## src/rtl/adder_arb.sv

```systemverilog
// adder_arb: two-requester arbiter and sequencer in front of a shared
// 5-bit + 5-bit -> 6-bit add, with a one-deep tagged result register and
// per-requester completion counters.
//
// Build option: ADDER_ARB_RR_EN
//   defined   -> round-robin between requesters, using a last-served pointer
//   undefined -> fixed priority, requester 0 always wins contention
//
// Ports
//   clk, rst_n            clock, asynchronous active-low reset
//   reqN_valid/a/b/ready  requester N operand handshake (N = 0, 1)
//   res_valid/ready       result register handshake toward the consumer
//   res_sum, res_id       6-bit sum (carry in bit 5) and producing requester
//   cnt0, cnt1            8-bit wrapping count of accepted adds per requester
module adder_arb (
  input  logic       clk,
  input  logic       rst_n,
  input  logic       req0_valid,
  input  logic [4:0] req0_a,
  input  logic [4:0] req0_b,
  output logic       req0_ready,
  input  logic       req1_valid,
  input  logic [4:0] req1_a,
  input  logic [4:0] req1_b,
  output logic       req1_ready,
  output logic       res_valid,
  input  logic       res_ready,
  output logic [5:0] res_sum,
  output logic       res_id,
  output logic [7:0] cnt0,
  output logic [7:0] cnt1
);

  typedef struct packed {
    logic       valid;
    logic [4:0] a;
    logic [4:0] b;
  } req_t;

  req_t [1:0] req;
  logic [1:0] gnt;
  logic [1:0] acc;
  logic       free;
  logic [5:0] sum_nxt;
  logic [7:0] cnt_q [2];

  assign req[0] = {req0_valid, req0_a, req0_b};
  assign req[1] = {req1_valid, req1_a, req1_b};

  // Slot can take a new result if empty or being drained this cycle.
  assign free = ~res_valid | res_ready;

`ifdef ADDER_ARB_RR_EN
  logic last;

  // On contention the requester not served last time wins.
  always_comb begin
    gnt[0] = req[0].valid & (~req[1].valid | last);
    gnt[1] = req[1].valid & (~req[0].valid | ~last);
  end

  // Reset to 1 so requester 0 wins the first contention.
  always_ff @(posedge clk or negedge rst_n) begin
    if (!rst_n)    last <= 1'b1;
    else if (|acc) last <= acc[1];
  end
`else
  always_comb begin
    gnt[0] = req[0].valid;
    gnt[1] = req[1].valid & ~req[0].valid;
  end
`endif

  // rst_n gating keeps readies low for the whole time reset is asserted.
  assign req0_ready = gnt[0] & free & rst_n;
  assign req1_ready = gnt[1] & free & rst_n;
  assign acc        = {req1_valid & req1_ready, req0_valid & req0_ready};

  // Grants are one-hot, so select the accepted requester's operands.
  assign sum_nxt = acc[1] ? ({1'b0, req[1].a} + {1'b0, req[1].b})
                          : ({1'b0, req[0].a} + {1'b0, req[0].b});

  // Accept overwrites even when the old result is drained in the same cycle,
  // so back-to-back adds stream with no bubble.
  always_ff @(posedge clk or negedge rst_n) begin
    if (!rst_n) begin
      res_valid <= 1'b0;
      res_sum   <= '0;
      res_id    <= 1'b0;
    end else if (|acc) begin
      res_valid <= 1'b1;
      res_sum   <= sum_nxt;
      res_id    <= acc[1];
    end else if (res_ready) begin
      res_valid <= 1'b0;
    end
  end

  for (genvar i = 0; i < 2; i++) begin : g_cnt
    always_ff @(posedge clk or negedge rst_n) begin
      if (!rst_n)      cnt_q[i] <= '0;
      else if (acc[i]) cnt_q[i] <= cnt_q[i] + 8'd1;
    end
  end

  assign cnt0 = cnt_q[0];
  assign cnt1 = cnt_q[1];

endmodule

```

## config.mk

```make
export PLATFORM = sky130hd
export DESIGN_NAME = adder_arb
export DESIGN_NICKNAME = d
export VERILOG_FILES = /design/src/rtl/adder_arb.sv
export SDC_FILE = /design/constraint.sdc
export NUM_CORES = 1
export LEC_CHECK = 0
export ABC_AREA = 1
export BUFFER_PORTS_ARGS = -buffer_cell sky130_fd_sc_hd__buf_2
export CORE_UTILIZATION = 40
export CTS_CLUSTER_SIZE = 10
export DETAILED_ROUTE_END_ITERATION = 12
export PLACE_DENSITY = 0.75
export SYNTH_ARGS = -nofsm -noshare
export SYNTH_HDL_FRONTEND = slang
export SYNTH_SLANG_ARGS = --single-unit
```

## constraint.sdc

```tcl
create_clock -name clk -period 1.7 [get_ports clk]
set_input_delay 0.17 -clock clk [delete_from_list [all_inputs] [get_ports clk]]
set_output_delay 0.17 -clock clk [all_outputs]
set_load 0.05 [all_outputs]
```

==> impl_summary.txt <==
----------------------------------------------------
[Power]
  Clock power share ... 0.138
  Sw Pwr ... ~0.0011 W
  Relative contribution of sequential cells to total power ... 0.376
  Leakage power summed over all cells ... between 1 and 1.5 nW
  Switching share of total power ... 0.4950
  Worst-case vdd ir drop ... 1345 uV
  Post-layout total power ... roughly 0.0023 W
  Ratio of total power to cell area ... 1240 nW/um^2
  Internal portion of total power ... 0.001167 W
  Combinational group share of total power ... 0.485

[Yosys]
  Share of synthesized registers carrying an async set or reset ... 1.000
  Number of warnings reported in the yosys synthesis log ... 0
  Post-synth net total ... 217
  Syn_area_per_cell ... 8.512 um^2
  Most numerous cell in the Yosys netlist ... sky130_fd_sc_hd__nand2_1
  Count of cell types in the netlist ... 24
  Synthesized flop and latch total ... 24
  Register area share after synthesis ... 0.3964
  Post-synth EDFFs ... 0
  Cell Area, Synth ... 1515 um^2
  Most used flip-flop cell after synthesis ... sky130_fd_sc_hd__dfrtp_1
  Cell count after synthesis ... 178
  Top cells by count, synth ... 49 x sky130_fd_sc_hd__nand2_1, 24 x sky130_fd_sc_hd__dfrtp_1, 21 x sky130_fd_sc_hd__inv_1, 16 x sky130_fd_sc_hd__nand3_1, 12 x sky130_fd_sc_hd__ha_1
  Share of Yosys cell area claimed by the top area cell type ... 0.3964
  Post-synth top area cell ... sky130_fd_sc_hd__dfrtp_1
  Dominant cells by area after synthesis ... sky130_fd_sc_hd__dfrtp_1 40%, sky130_fd_sc_hd__nand2_1 12%, sky130_fd_sc_hd__ha_1 9.9%, sky130_fd_sc_hd__nand3_1 5.3%, sky130_fd_sc_hd__inv_1 5.2%

[Route]
  Detailed Route WL ... ~3100 um
  Via total after detailed routing ... 1,312
  Initial DRT Pass Iterations ... 4
  Detailed router's first-iteration violation count ... between 50 and 60
  Via/cell ratio ... 4.719
  Routed Antenna Nets ... 0
  DRC violations left ... 0
  Post-DR wirelength/cell ... ~11 um

[Cells and area]
  Layout overhead on the synthesized area ... 23.04%
  Share of layout cells above drive strength 1 ... 0.2716
  Number of inserted diodes ... 0
  Final-stage net count ... between 200 and 300
  Fillers ... about 350

[Global route]
  Number of global-route vias before repair ... between 1,000 and 1,500
  Total Routing Usage GR ... 0.1712
  Initial antenna violation count ... 0
  Wire length of the first global-routing pass ... 5485 um
  Largest net degree at the start of global routing ... 18
  Grt ovf ... 0

[Timing]
  Number of failing hold endpoints at the final stage ... 0
  Final critical path time including I/O delays and setup ... roughly 1500 ps
  Relative slew slack ... 0.7710
  Worst-margin pin slew ... between 300 and 400 ps
  Crit share post-route ... 0.9066
  Fin worst setup slack ... between 150 and 200 ps
  Post-route worst hold slack ... between 200 and 250 ps
  Max Fclk ... between 0.6 and 0.7 GHz
  Number of endpoints failing setup at the final stage ... 0
  Largest clock skew in the final design ... ~4.5 ps
  Sum Neg Setup Slack ... 0 ps
  RSZ-0062 raised after global routing ... false
  Final number of max-transition violations ... 0

[Critical path]
  Maximum cell stage delay along the critical path ... between 300 and 400 ps
  Peak fanout along the critical path ... 11
  Kind of cell adding the most delay to the critical path ... flip-flops
  Critical path data arrival time ... ~1400 ps
  Cell breakdown of the critical path ... nand2_2 -> inv_4 -> nor2_4 -> buf_2
  Data required, critical path ... 1530 ps
  Destination of the worst register-to-register timing path ... res_sum[4]
  Total buffers and inverters traversed by the critical path ... 2
  Register-to-register setup slack ... between 300 and 400 ps
  Kind of end point of the critical path ... output pin
  Startpoint class of the critical path ... flop
  Type of the setup path with the least slack ... flop to output pin
  Depth of the worst register-to-register path ... 8
  Critical path's slowest cell ... sky130_fd_sc_hd__dfrtp_1
  Reg-to-Reg Start ... res_valid

[Floorplanning]
  Number of cell rows ... 21
  CORE AREA ... 3468 um^2
  Starting Density ... 0.4369
  Y dimension of the die ... between 60 and 70 um
  Floorplan die width ... 63.55 um
  Die Area ... around 4000 um^2
  Number of I/O pins ... slightly above 50

[CTS]
  Total clock sinks ... 24
  Count of H-tree levels built during CTS ... 1
  Clock buffers created by TritonCTS ... 3
  Clock latency reported for the late side of the worst-skew pair ... 260 ps
  Gates resized, CTS repair ... 0
  Clock transition at the register clock pins on the worst setup and hold paths after CTS ... around 70 ps
  Longest Clk Path Bufs ... 2
  Clk root buf ... sky130_fd_sc_hd__clkbuf_8
  Clock tree from TritonCTS ... built

[Placement]
  Detailed placer's ending HPWL ... ~2500 um
  Worst slack at placement ... 220.4 ps
  Port bufs ... 50
  Final Wtd Congestion ... between 0.7 and 0.8

[Job]
  MaxCap Viol Count ... 0

[Hold path]
  Hold path start ... res_ready
  End of the worst hold path ... res_valid
  Cell count of the worst hold path ... 4
  Type of the most critical hold path ... input pin to flop

[Run status]
  Run status ... completed

----------------------------------------------------
-- power groups by stage --
stage / Sequential, W / Clock [W] / Combinational (W)
floorplan: 0.00138 / 0 / 0.000337
global placement: 0.000876 / 0 / 0.00111
detailed placement: 0.000877 / 0 / 0.00113
CTS: 0.000870 / 0.000330 / 0.00113
global route: 0.000901 / 0.000361 / 0.00121
finish: 0.000870 / 0.000320 / 0.00112
-- logic make-up (layout without fill, tap and decap cells) --
group                      count (synthesis)  after routing  share of synthesized area
adders and majority gates                 14             14                     0.1255
buffers and inverters                     24             78                    0.07433
AOI/OAI and AO/OA                         10             10                    0.03303
DFF                                       24             24                     0.3964
xor gates and xnor gates                  16             16                    0.09249
and+or+nand+nor                           90             90                     0.2783
-- how the worst max path moves through the flow --
stage                    from    endpoint  slack (ps)  cells after the start
finish              res_valid  req0_ready         160                      4
global route        res_valid  req0_ready          90                      4
CTS                 res_valid  req0_ready         140                      4
detailed placement  req1_a[0]  res_sum[4]         220                     12
global placement    req1_a[0]  res_sum[4]         260                     12
floorplan           res_valid     cnt0[5]         160                      6
-- registers in the layout, indices dropped and copies added, names as in the netlist --
signal	count
res_valid	1
res_id	1
res_sum	6
cnt1	8
cnt0	8
-- stage by stage --
stage          instance area, um^2  utilization  instances
6_report                      1864       0.5375        278
5_1_grt                       1864       0.5375        278
3_5_place_dp                  1803       0.5198        273
4_1_cts                       1864       0.5375        278
2_1_floorplan                 1515            -        178
3_3_place_gp                  1803       0.5198        273
-- metal layers --
| layer | part of all wire | wire length (um) | up-vias | global-route usage |
|---|---|---|---|---|
| met3 | 0.057 | 173 | 2 | 0.04529 |
| met2 | 0.46 | 1401 | 34 | 0.2766 |
| met1 | 0.48 | 1476 | 602 | 0.2322 |
| met5 | 0 | 0 | - | 0 |
| met4 | 0.0026 | 8 | 0 | 0.02557 |
| li1 | - | - | 674 | - |
-- worst reg2reg max path: stages (launching register included) --
cell and delay (ps):
sky130_fd_sc_hd__dfrtp_1 390, sky130_fd_sc_hd__nand2_2 110, sky130_fd_sc_hd__inv_4 60, sky130_fd_sc_hd__nor2_8 220
sky130_fd_sc_hd__inv_1 170, sky130_fd_sc_hd__nand3_1 110, sky130_fd_sc_hd__nand2_1 50, sky130_fd_sc_hd__nand2_1 60
sky130_fd_sc_hd__nand2_1 50
-- what timing repair did --
item,in CTS,in global routing
hold endpoints to repair,7,0
setup buffers,0,0
setup endpoints to repair,0,0
hold buffers,2,0
-- cells in the final DEF (no fill, tap or decap), types with 2 or more instances in the layout --
master                          netlist  routed
sky130_fd_sc_hd__buf_2                0      50
sky130_fd_sc_hd__xnor2_1              8       8
sky130_fd_sc_hd__ha_1                12      12
sky130_fd_sc_hd__nand2_1             49      49
sky130_fd_sc_hd__nand4_1              5       5
sky130_fd_sc_hd__xor2_1               8       8
sky130_fd_sc_hd__dlygate4sd3_1        0       2
sky130_fd_sc_hd__clkbuf_8             0       3
sky130_fd_sc_hd__nand2_2              2       2
sky130_fd_sc_hd__a21oi_1              7       7
sky130_fd_sc_hd__o21ai_0              3       3
sky130_fd_sc_hd__inv_1               21      21
sky130_fd_sc_hd__nand3_1             16      16
sky130_fd_sc_hd__dfrtp_1             24      24
sky130_fd_sc_hd__fa_1                 2       2
sky130_fd_sc_hd__nor2_1              10      10
-- layout make-up --
cell class | instances | area, um^2 | share of cell area
clock buffer | 3 | 41.29 | 0.02215
inverter | 22 | 85.08 | 0.04564
multi-input combinational | 130 | 802.0 | 0.4302
sequential | 24 | 600.6 | 0.3221
tap | 46 | 57.56 | 0.03087
timing repair buffer | 53 | 277.8 | 0.1490
No activity file was read; power rests on OpenSTA's default activity.
